==> src/rtl/seg_chase_decoder_if.sv <==
// Segment bus in, decoded chase position/step/period/error out.
// master drives the segment bus and reads back the decode results; slave is the decoder.
interface seg_chase_decoder_if #(
  parameter int PERIOD_WIDTH = 16
);
  logic [7:0]              seg_n_in;
  logic [2:0]              pos;
  logic                    pos_valid;
  logic                    dir;
  logic                    step;
  logic [PERIOD_WIDTH-1:0] period;
  logic                    period_valid;
  logic                    err;

  modport master (
    output seg_n_in,
    input  pos, pos_valid, dir, step, period, period_valid, err
  );

  modport slave (
    input  seg_n_in,
    output pos, pos_valid, dir, step, period, period_valid, err
  );
endinterface

==> src/rtl/seg_chase_decoder.sv <==
// Decodes a single-segment "chase" pattern (a,b,g,e,d,c,g,f) into a position, direction,
// step pulse and step period, flagging illegal patterns and non-neighbour jumps.
module seg_chase_decoder #(
  parameter int SYNC_STAGES  = 2,
  parameter int PERIOD_WIDTH = 16
) (
  input  logic               clk,
  input  logic               reset,
  seg_chase_decoder_if.slave bus
);
  typedef enum logic {ACQUIRE, TRACK} state_t;
  localparam logic [PERIOD_WIDTH-1:0] CNT_MAX = '1;

  // Segment lit at each chase position; g appears twice (positions 2 and 6).
  function automatic logic [6:0] seg_of(input logic [2:0] p);
    case (p)
      3'd0:    seg_of = 7'h01;
      3'd1:    seg_of = 7'h02;
      3'd2:    seg_of = 7'h40;
      3'd3:    seg_of = 7'h10;
      3'd4:    seg_of = 7'h08;
      3'd5:    seg_of = 7'h04;
      3'd6:    seg_of = 7'h40;
      default: seg_of = 7'h20;
    endcase
  endfunction

  logic [SYNC_STAGES-1:0][7:0] sync_q;
  logic [7:0]                  seg, prev_pat;
  state_t                      state;
  logic [PERIOD_WIDTH-1:0]     cnt, period_q;
  logic [2:0]                  pos_q;
  logic                        pos_valid_q, dir_q, step_q, period_valid_q, err_q, armed;

  always_ff @(posedge clk) begin
    if (reset) sync_q <= '1;
    else       sync_q <= {sync_q[SYNC_STAGES-2:0], bus.seg_n_in};
  end

  assign seg = ~sync_q[SYNC_STAGES-1];

  logic       is_blank, legal, change, hit_up, hit_dn, step_now, fault, acq_ok;
  logic [2:0] pos_p1, pos_m1, acq_pos;

  always_comb begin
    is_blank = (seg == 8'h00);
    legal    = !seg[7] && (seg[6:0] != 7'h00) && ((seg[6:0] & (seg[6:0] - 7'd1)) == 7'h00);
    change   = !is_blank && (seg != prev_pat);
    pos_p1   = pos_q + 3'd1;
    pos_m1   = pos_q - 3'd1;
    hit_up   = change && legal && (seg[6:0] == seg_of(pos_p1));
    hit_dn   = change && legal && (seg[6:0] == seg_of(pos_m1));
    step_now = (state == TRACK) && (hit_up || hit_dn);
    fault    = (state == TRACK) &&
               ((!legal && !is_blank) || (change && legal && !hit_up && !hit_dn));
    acq_ok   = 1'b1;
    acq_pos  = 3'd0;
    case (seg)
      8'h01:   acq_pos = 3'd0;
      8'h02:   acq_pos = 3'd1;
      8'h10:   acq_pos = 3'd3;
      8'h08:   acq_pos = 3'd4;
      8'h04:   acq_pos = 3'd5;
      8'h20:   acq_pos = 3'd7;
      default: acq_ok  = 1'b0;
    endcase
  end

  always_ff @(posedge clk) begin
    if (reset) begin
      prev_pat       <= 8'h00;
      state          <= ACQUIRE;
      cnt            <= '0;
      pos_q          <= 3'd0;
      pos_valid_q    <= 1'b0;
      dir_q          <= 1'b0;
      step_q         <= 1'b0;
      period_q       <= '0;
      period_valid_q <= 1'b0;
      err_q          <= 1'b0;
      armed          <= 1'b0;
    end else begin
      if (!is_blank) prev_pat <= seg;
      step_q <= 1'b0;
      if (step_now)            cnt <= '0;
      else if (cnt != CNT_MAX) cnt <= cnt + 1'b1;
      case (state)
        ACQUIRE: begin
          if (!legal && !is_blank) err_q <= 1'b1;
          else if (acq_ok) begin
            pos_q       <= acq_pos;
            pos_valid_q <= 1'b1;
            armed       <= 1'b0;
            state       <= TRACK;
          end
        end
        TRACK: begin
          if (step_now) begin
            pos_q    <= hit_up ? pos_p1 : pos_m1;
            dir_q    <= hit_up;
            step_q   <= 1'b1;
            period_q <= (cnt == CNT_MAX) ? CNT_MAX : cnt + 1'b1;
            // the first step after lock only opens the measurement window
            if (armed) period_valid_q <= 1'b1;
            armed    <= 1'b1;
          end else if (fault) begin
            err_q          <= 1'b1;
            pos_valid_q    <= 1'b0;
            period_valid_q <= 1'b0;
            state          <= ACQUIRE;
          end
        end
        default: state <= ACQUIRE;
      endcase
    end
  end

  assign bus.pos          = pos_q;
  assign bus.pos_valid    = pos_valid_q;
  assign bus.dir          = dir_q;
  assign bus.step         = step_q;
  assign bus.period       = period_q;
  assign bus.period_valid = period_valid_q;
  assign bus.err          = err_q;
endmodule

==> src/flat_wrapper.sv <==
// flat-port wrapper written by rule: the top's interface ports become plain ports
module seg_chase_decoder_flat 
#(
  parameter int SYNC_STAGES  = 2,
  parameter int PERIOD_WIDTH = 16
)
  (clk, reset, bus_seg_n_in, bus_pos, bus_pos_valid, bus_dir, bus_step, bus_period, bus_period_valid, bus_err);
  seg_chase_decoder_if #(.PERIOD_WIDTH(PERIOD_WIDTH)) bus_i ();
  input  logic clk;
  input  logic reset;
  input wire logic [$bits(bus_i.seg_n_in)-1:0] bus_seg_n_in;
  output wire logic [$bits(bus_i.pos)-1:0] bus_pos;
  output wire logic [$bits(bus_i.pos_valid)-1:0] bus_pos_valid;
  output wire logic [$bits(bus_i.dir)-1:0] bus_dir;
  output wire logic [$bits(bus_i.step)-1:0] bus_step;
  output wire logic [$bits(bus_i.period)-1:0] bus_period;
  output wire logic [$bits(bus_i.period_valid)-1:0] bus_period_valid;
  output wire logic [$bits(bus_i.err)-1:0] bus_err;
  assign bus_i.seg_n_in = bus_seg_n_in;
  assign bus_pos = bus_i.pos;
  assign bus_pos_valid = bus_i.pos_valid;
  assign bus_dir = bus_i.dir;
  assign bus_step = bus_i.step;
  assign bus_period = bus_i.period;
  assign bus_period_valid = bus_i.period_valid;
  assign bus_err = bus_i.err;
  seg_chase_decoder #(.SYNC_STAGES(SYNC_STAGES), .PERIOD_WIDTH(PERIOD_WIDTH)) u_core (.clk(clk), .reset(reset), .bus(bus_i));
endmodule
==> config.mk <==
export PLATFORM = sky130hd
export DESIGN_NAME = seg_chase_decoder_flat
export DESIGN_NICKNAME = d
export VERILOG_FILES = /design/src/rtl/seg_chase_decoder_if.sv /design/src/rtl/seg_chase_decoder.sv /design/src/flat_wrapper.sv
export SDC_FILE = /design/constraint.sdc
export NUM_CORES = 1
export LEC_CHECK = 0
export ABC_CLOCK_PERIOD_IN_PS = 3400
export CAP_MARGIN = 25
export CORE_ASPECT_RATIO = 2
export CORE_MARGIN = 1
export CORE_UTILIZATION = 50
export CTS_CLUSTER_DIAMETER = 100
export CTS_CLUSTER_SIZE = 40
export DETAILED_ROUTE_END_ITERATION = 8
export PLACE_DENSITY_LB_ADDON = 0.05
export RECOVER_POWER = 100
export REMOVE_ABC_BUFFERS = 1
export SYNTH_ARGS = -nofsm -noshare
export SYNTH_HDL_FRONTEND = slang
export SYNTH_SLANG_ARGS = --single-unit
==> constraint.sdc <==
create_clock -name clk -period 3.4 [get_ports clk]
set_input_delay 0.68 -clock clk [delete_from_list [all_inputs] [get_ports clk]]
set_output_delay 0.68 -clock clk [all_outputs]
set_load 0.05 [all_outputs]
After elaboration in Yosys (flattened, before gate mapping)
Index checks and enable logic that the tools add are counted.

word-level totals
  flip-flop bits (word level) = 66
  output and inout port bits = 24
  word-level logic and storage cells = 115

operators by class
  add/subtract/negate cells = 4
  equality and inequality tests = 30
  muxes and demuxes = 31
  bitwise logic cells = 3
  reduce and logical (&&, ||, !) cells = 34

operator list
  operator                                                          number
  7-bit one-hot mux with 6 select lines                             2
  3-bit == test (second input constant)                             6
  1-bit two-way mux                                                 18
  16-bit by 1-bit adder with 16-bit output (second input constant)  1
  16-bit == test (second input constant)                            1
  16-bit two-way mux                                                1
  16-bit != test (second input constant)                            1
  3-bit one-hot mux with 5 select lines                             1
  7-bit == test                                                     2
  3-bit by 2-bit == test with 1-bit output (second input constant)  4
  3-bit two-way mux                                                 4
  1-bit logical AND                                                 11
  3-bit AND reduction                                               3
  8-bit by 1-bit == test with 1-bit output (second input constant)  1
  8-bit by 2-bit == test with 1-bit output (second input constant)  1
  8-bit by 3-bit == test with 1-bit output (second input constant)  1
  8-bit by 4-bit == test with 1-bit output (second input constant)  1
  8-bit by 5-bit == test with 1-bit output (second input constant)  1
  8-bit by 6-bit == test with 1-bit output (second input constant)  1
  8-bit logical NOT                                                 1
  2-bit != test (second input constant)                             4
  8-bit != test                                                     1
  8-bit NOT                                                         1
  1-bit one-hot mux with 2 select lines                             4
  other kinds (18)                                                  30

Depth between registers and ports, before layout
Gate-level depths: netlist of the first run.

  depth after elaboration = 15
  depth in mapped cells = 12
  depth with buffers taken out = 10

Worst setup path after synthesis of the first run
OpenSTA, ideal clock, no wires.

  path kind = flip-flop to flip-flop
  start point = register u_core.pos_q[0], in the netlist u_core.bus.pos[0]
  end point = register u_core.err_q, in the netlist u_core.bus.err
  setup time = 0.115 ns
  data arrival time = 2.877 ns
  required time = 3.285 ns
  slack = 0.408 ns
  cell stages (with the launch flop) = 11
  clock period less this slack = 2.992 ns
  cell sequence = dfxtp_1 > inv_1 > ha_1 > or3_1 > or3_1 > a211oi_2 > and2_4 > a21oi_2 > buf_6 > a21o_1 > o21ba_1

between the ends
  longest elaborated chain between the ends = 13
  elaborated cells on any way between the ends = 35
  classes of those cells = add/sub (2); eq/ne (16); mux (2); reduce/logical (15)

ends and longest elaborated chain
  what                                                                       RTL line                  text
  start, declared                                                            seg_chase_decoder.sv:32   logic [2:0] pos_q;
  start signal, assigned                                                     seg_chase_decoder.sv:91   pos_q <= acq_pos;
  start signal, assigned                                                     seg_chase_decoder.sv:99   pos_q <= hit_up ? pos_p1 : pos_m1;
  3-bit by 1-bit adder with 3-bit output                                     seg_chase_decoder.sv:49   pos_p1 = pos_q + 3'd1;
  3-bit by 2-bit == test with 1-bit output or 3-bit == test (tied branches)  seg_chase_decoder.sv:16   case (p)
  2-bit OR reduction (no source line)                                        -
  7-bit one-hot mux with 6 select lines                                      seg_chase_decoder.sv:16
  7-bit == test                                                              seg_chase_decoder.sv:51   hit_up = change && legal && (seg[6:0] == seg_of(pos_p1));
  1-bit logical AND                                                          seg_chase_decoder.sv:51
  1-bit logical NOT                                                          seg_chase_decoder.sv:55   ((!legal && !is_blank) || (change && legal && !hit_up && !hit_dn));
  1-bit logical AND (2 in a row)                                             seg_chase_decoder.sv:55
  1-bit logical OR                                                           seg_chase_decoder.sv:55
  1-bit logical AND                                                          seg_chase_decoder.sv:54   fault = (state == TRACK) &&
  2-bit != test (no source line)                                             -
  3-bit AND reduction (no source line) *                                     -
  end signal, assigned                                                       seg_chase_decoder.sv:80   err_q <= 1'b0;
  end signal, assigned                                                       seg_chase_decoder.sv:89   if (!legal && !is_blank) err_q <= 1'b1;
  end signal, assigned                                                       seg_chase_decoder.sv:107  err_q <= 1'b1;
  end, declared                                                              seg_chase_decoder.sv:33   logic pos_valid_q, dir_q, step_q, period_valid_q, err_q, armed;

Mark *: on every way between the ends. The rest lies on a longest branch, timed or not.
A chain may end at the register's enable or synchronous reset.

Worst setup path after layout of the first run
  start point = register u_core.pos_q[0], in the netlist u_core.bus.pos[0]
  end point = register u_core.period_q[1], in the netlist u_core.bus.period[1]

between the ends
  longest elaborated chain between the ends = 9
  elaborated cells on any way between the ends = 27
  classes of those cells = add/sub (2); eq/ne (14); mux (2); reduce/logical (9)

ends and longest elaborated chain
  what                                                                                                   RTL line                                          text
  3-bit by 1-bit adder with 3-bit output or 3-bit by 1-bit subtractor with 3-bit output (tied branches)  seg_chase_decoder.sv:49, seg_chase_decoder.sv:50
  3-bit by 2-bit == test with 1-bit output or 3-bit == test (tied branches)                              seg_chase_decoder.sv:16
  2-bit OR reduction (no source line)                                                                    -
  7-bit one-hot mux with 6 select lines                                                                  seg_chase_decoder.sv:16
  7-bit == test (on tied branches)                                                                       seg_chase_decoder.sv:51, seg_chase_decoder.sv:52
  1-bit logical AND (on tied branches)                                                                   seg_chase_decoder.sv:51, seg_chase_decoder.sv:52
  1-bit logical OR *                                                                                     seg_chase_decoder.sv:53                           step_now = (state == TRACK) && (hit_up || hit_dn);
  1-bit logical AND *                                                                                    seg_chase_decoder.sv:53
  2-bit AND reduction (no source line) *                                                                 -
  end signal, assigned                                                                                   seg_chase_decoder.sv:102                          period_q <= (cnt == CNT_MAX) ? CNT_MAX : cnt + 1'b1;
  end, declared                                                                                          seg_chase_decoder.sv:31                           logic [PERIOD_WIDTH-1:0] cnt, period_q;

Marks and branches as above.

==> results of run 1 <==
[critical path, stage by stage (launching register included)]
cell and delay, ns:
dfxtp_1 0.46, inv_1 0.15, ha_1 0.26, ha_1 0.36
a2111oi_0 0.43, nor2_1 0.07, a21oi_1 0.33, a21oi_2 0.22
buf_12 0.20, nor4_1 0.27, nor3_1 0.07
[synthesized netlist by cell type (all sizes together) (2+ instances only)]
cell type,count,area share (%)
o211ai,12,2.7
a21oi,35,5.3
a211oi,4,1.0
mux2,2,0.66
and3b,3,0.77
and3,3,0.55
nand4,6,1.1
or2,16,2.9
xor2,6,1.5
and4,3,0.77
nand3b,3,0.66
a31oi,5,0.92
mux2i,3,0.88
nor3,8,1.3
nand2b,4,0.74
a21o,3,0.92
clkbuf,10,1.4
o21ai,21,3.1
inv,8,0.88
and2,6,1.2
ha,12,4.4
buf,15,3.9
nand3,16,2.4
nor2b,6,1.1
xnor2,22,5.7
dfxtp,66,39
nor2,37,4.1
nand2,28,3.1
or3,6,1.1
nor4,4,0.74
nor3b,3,0.66
a22oi,2,0.44
[final cells by class]
cell class                 count  share of cell area (%)
clock buffer                  10                    5.92
clock inverter                 6                    2.23
sequential                    66                    32.7
inverter                       8                   0.744
timing repair buffer          39                    9.36
multi-input combinational    294                    46.3
tap                           88                    2.73
[per-layer routing]
metal / track usage (%) / wire, um
met5: 0 / 0
met4: 11.6 / 179
met3: 4.49 / 192
met2: 45.5 / 4620
met1: 25.6 / 3040
[kinds of logic after synthesis]
group                      after synthesis
xor gates and xnor gates                28
AOI/OAI and AO/OA                       94
DFF                                     66
and+or+nand+nor                        154
muxes                                    5
buffers and inverters                   33
adders and majority gates               13
[registers in the layout (all words and copies together), names as in the netlist]
name                     cells
u_core.armed                 1
u_core.sync_q               16
u_core.cnt                  16
u_core.bus.pos_valid         1
u_core.bus.step              1
u_core.bus.dir               1
u_core.bus.period_valid      1
u_core.prev_pat              8
u_core.bus.period           16
u_core.state                 1
u_core.bus.pos               3
u_core.bus.err               1
[where the power goes]
| group | leakage [nW] | switching (mW) | internal, mW |
|---|---|---|---|
| sequential | 0.538 | 0.0402 | 0.802 |
| combinational | 0.917 | 0.242 | 0.156 |
| clock | 0.159 | 0.339 | 0.662 |
[cell usage in the layout, fill, tap and decap left out, drive strengths merged, types with 2 or more instances in the layout]
cell type and count:
dfxtp 66, nor2 37, a21oi 35, nand2 28
dlygate4sd3 24, xnor2 22, o21ai 21, nand3 16
or2 16, o211ai 12, ha 12, clkbuf 12
inv 8, clkdlybuf4s50 8, nor3 8, nand4 6
nor2b 6, or3 6, xor2 6, and2 6
a31oi 5, buf 5, nand2b 4, nor4 4
a211oi 4, nor3b 3, nand3b 3, and4 3
mux2i 3, and3 3, and3b 3, clkinv 3
a21o 3, mux2 2, a22oi 2, bufinv 2
[worst paths after layout]
kind | to | slack [ns] | depth (start not counted)
worst max-delay path | u_core.bus.period[1] | 0.42 | 10
worst min-delay path | u_core.sync_q[9] | 0.41 | 1
worst max register to register | u_core.bus.period[1] | 0.42 | 10
worst min register to register | u_core.sync_q[9] | 0.41 | 1
==> out/results.tsv, run 1 <==
metric	value	unit
post-route cell area	4040	um^2
Critical Path Fanout Max	13	
synthesized area per cell	8.64	um^2
worst path required time	3.57	ns
synthesized area	3390	um^2
CTS Buffer Depth	2	
PnR worst setup slack	0.423	ns
setup tns final	0	ns
non-filler cells, final	511	
PwrDens	556	nW/um^2
Min-Delay Path Class	flop to flop	
vias	2826	
number of remaining DRC errors	0	
Remaining Overflow, GRT	0	
Peak VDD IR	380	uV
I/O pin count	34	
dpl ws	0.479	ns
Compound-Gate Fraction of Synth Area	17.6	%
clk_skew	0.00559	ns
DRT iter0 DRCs	140	
unrepaired setup endpoints after global routing	false	
Worst-path clk slew	0.05	ns
Netlist cell types	58	
Setup crit start	u_core.bus.pos[0]	
Seq cells post-synth	66	
clk sink count	66	
main combinational cell family by area after synthesis	simple AND/OR/NAND/NOR gates	
Clock H-tree levels	3	
adder-cell share of the synthesized area	4.72	%
RR Startpoint	u_core.bus.pos[0]	
worst slew pin tran	1.35	ns
area occupied by multi-input gates	1870	um^2
Detail Route Antenna Nets	0	
mux cell area share after synthesis	1.55	%
final setup vio count	0	
Syn Inst Count	393	
router iterations before antenna repair	5	
row count	42	
DP HPWL	5750	um
routed len/inst	15.7	um
Placed Instances	495	
asr flop ratio synth	0	%
final WL	8030	um
CTS tree	yes	
max-slew violations	0	
clk root buf	clkbuf_16	
final hold vios	0	
PostCTS Resize Cnt	0	
Die W	60.3	um
Post-CTS Setup Inserts	0	
Die H	119	um
fillcell total	615	
largest net degree at the start of global routing	32	
Leak Pwr	1.61	nW
worst skew pair latency	0.33	ns
outcome	complete, no violations	
Post-synth EDFFs	0	
final core utilization	61.4	%
sequential-to-total area share from yosys stat	38.9	%
starting density of the core	51.7	%
relative slew slack	9.76	%
gr usage total	25.0	%
Placer Congestion	0.835	
global-route wire length before repair	13300	um
number of nets in the final layout	440	
initial antenna violation count	0	
Crit path arrival time	3.15	ns
vias in the first global route	2842	
Max-Cap Viols	0	
Num CTS Buffers	9	
# hold bufs at CTS	0	
XOR/XNOR Fraction of Synth Area	7.22	%
die area	7140	um^2
Tot Pwr	2.24	mW
FMAX	336	MHz
sequential cell area	1320	um^2
Placed Instance Area	3710	um^2
hold_sp	u_core.sync_q[1]	
nature of the critical path endpoint	flop	
final period utilization	87.6	%
Tmin final	2.98	ns
CP startpoint kind	flop	
Post-Synth Simple-Gate Area	23.8	%
core box area	6570	um^2
Via-to-Cell Ratio	5.53	
worst setup path class	flop to flop	
number of inserted diodes	0	
Port Buffers	33	
worst hold margin	0.405	ns
area grow syn2layout	18.9	%
share of cells above drive strength 1	10.9	%
Post-synth top flop	dfxtp_1	
Synthesis Warnings	0	
(Power assumes the default switching activity.)
==> run 2: changes to the inputs <==
--- a/config.mk
+++ b/config.mk
@@ -9,7 +9,7 @@
 export CAP_MARGIN = 25
 export CORE_ASPECT_RATIO = 2
 export CORE_MARGIN = 1
-export CORE_UTILIZATION = 50
+export CORE_UTILIZATION = 46
 export CTS_CLUSTER_DIAMETER = 100
 export CTS_CLUSTER_SIZE = 40
 export DETAILED_ROUTE_END_ITERATION = 8
==> run 2 against run 1 <==
Effect of this change: combinational power shrank 3%; largest power group unchanged; routed wire length grew 0.62%; die area grew 8.5%; non-clock buffer count grew 1; flip-flop and latch count is the same; critical path depth shrank 1; register-to-register slack lost 0.04 ns.
==> out/results.tsv, run 2 (synthesized netlist as in run 1, its figures left out) <==
metric	value	unit	change
CTS Buffer Depth	2		unchanged
worst path required time	3.60	ns	+0.03 ns
vias	2830		+0.14%
Largest stage delay, worst path	0.42	ns	-0.04 ns
nature of the critical path endpoint	flop		
Crit path arrival time	3.22	ns	+0.07 ns
PnR worst setup slack	0.383	ns	-0.0397 ns
global-route wire length before repair	14000	um	+5.0%
number of nets in the final layout	441		+0.23%
FMAX	331	MHz	-1.3%
Die H	123	um	+4.2%
Min-Delay Path Class	flop to flop		
DRT iter0 DRCs	241		+72%
sequential cell area	1320	um^2	unchanged
clk root buf	clkbuf_16		
CP cell instances	ha_1, ha_1, mux2_2, or3_1, a211oi_2, and2_4, a21o_4, a21o_1, nor2_1		
initial antenna violation count	0		unchanged
# hold bufs at CTS	0		unchanged
Worst-path clk slew	0.06	ns	about the same
clk sink count	66		unchanged
Max-Cap Viols	0		unchanged
most common cell after layout, fill and taps aside	dfxtp_1		
number of remaining DRC errors	0		unchanged
gr usage total	23.8	%	-1.2 points
Peak VDD IR	383	uV	+0.97%
max-slew violations	0		unchanged
fillcell total	708		+15%
outcome	complete, no violations		
most frequent cells in the layout	dfxtp_1 (66), nor2_1 (37), a21oi_1 (33), nand2_1 (28), dlygate4sd3_1 (24)		
area grow syn2layout	18.2	%	
area occupied by multi-input gates	1870	um^2	-0.13%
clk_skew	0.00432	ns	-0.00127 ns
relative slew slack	50.1	%	+40 points
routed len/inst	15.7	um	-0.35%
vias in the first global route	2960		+4.2%
Detail Route Antenna Nets	0		unchanged
Die W	62.7	um	+4.1%
router iterations before antenna repair	4		-1
row count	44		+4.8%
number of inserted diodes	0		unchanged
Leak Pwr	1.60	nW	-1.0%
most used cell, CP	ha_1		
Placer Congestion	0.827		-1.0%
PwrDens	536	nW/um^2	-3.5%
Num CTS Buffers	9		unchanged
share of cells above drive strength 1	11.1	%	+0.21 points
final WL	8080	um	+0.62%
Max stage delay cell, worst path	a21o_1		
CTS tree	yes		
DP HPWL	5910	um	+2.9%
Remaining Overflow, GRT	0		unchanged
setup tns final	0	ns	unchanged
Clock H-tree levels	3		unchanged
core box area	7210	um^2	+9.8%
CP startpoint kind	flop		
Tmin final	3.02	ns	+0.0397 ns
worst setup path class	flop to flop		
starting density of the core	47.1	%	-4.6 points
worst slew pin tran	0.749	ns	-0.605 ns
final period utilization	88.7	%	+1.2 points
Critical Path Fanout Max	20		+7
die area	7750	um^2	+8.5%
dpl ws	0.452	ns	-0.0274 ns
largest net degree at the start of global routing	43		+34%
final setup vio count	0		unchanged
Port Buffers	33		unchanged
final hold vios	0		unchanged
Via-to-Cell Ratio	5.48		-0.83%
unrepaired setup endpoints after global routing	false		
I/O pin count	34		unchanged
worst skew pair latency	0.33	ns	about the same
## run 2: area by class of cell
type                       count  share of cell area [%]
clock buffer                  10                    5.96
tap                           92                    2.87
timing repair buffer          40                    9.33
sequential                    66                    32.9
inverter                       8                   0.749
multi-input combinational    294                    46.5
clock inverter                 6                    1.65
## run 2: worst max-delay path: cells and delay by family, from the launching register on
kind	cells	cell delay (ns)
AO/OA/AOI/OAI	3	0.89
adder cells (fa/ha/maj)	2	0.63
AND/OR/NAND/NOR	3	0.62
flip-flops	1	0.38
multiplexers	1	0.35
## run 2: routing by layer
metal  part of all wire, %  track usage (%)  routed length, um
met5                     0                0                  0
met4                   2.5             11.9                200
met3                   2.3             4.80                185
met2                    57             45.8               4620
met1                    38             23.7               3080
## run 2: power breakdown
part           internal (mW)  total [mW]  switching (mW)
Sequential             0.802       0.840          0.0384
Combinational          0.144       0.386           0.242
Clock                  0.586       0.923           0.337
Total                   1.53        2.15           0.617
## run 2: metrics by stage
stage | util [%] | hold WS [ns] | area [um^2] | power [mW] | instances
6_report | 55.6 | 0.401 | 4010 | 2.15 | 516
3_3_place_gp | 51.5 | 0.393 | 3710 | 1.24 | 500
4_1_cts | 55.7 | 0.402 | 4020 | 2.18 | 516
2_1_floorplan | - | 0.389 | 3210 | 1.11 | 368
5_1_grt | 55.6 | 0.417 | 4010 | 2.25 | 516
3_5_place_dp | 51.5 | 0.394 | 3710 | 1.25 | 500
## run 2: path summary, 6_finish.rpt
path	cells past startpoint	end	slack [ns]	from
worst min register to register	1	u_core.sync_q[11]	0.40	u_core.sync_q[3]
worst min-delay path	1	u_core.sync_q[11]	0.40	u_core.sync_q[3]
worst max-delay path	9	u_core.cnt[8]	0.38	u_core.bus.pos[0]
worst max register to register	9	u_core.cnt[8]	0.38	u_core.bus.pos[0]
## run 2: timing repair
action                     in CTS  in global routing
resized for setup               0                  1
buffers inserted                0                  0
setup endpoints to repair       0                  1
==> run 3: changes to the inputs <==
--- a/config.mk
+++ b/config.mk
@@ -6,7 +6,7 @@
 export NUM_CORES = 1
 export LEC_CHECK = 0
 export ABC_CLOCK_PERIOD_IN_PS = 3400
-export CAP_MARGIN = 25
+export CAP_MARGIN = 10
 export CORE_ASPECT_RATIO = 2
 export CORE_MARGIN = 1
 export CORE_UTILIZATION = 46
==> results of run 3 <==
Same layout as run 2: the final DEF is identical, and so are final timing and power.
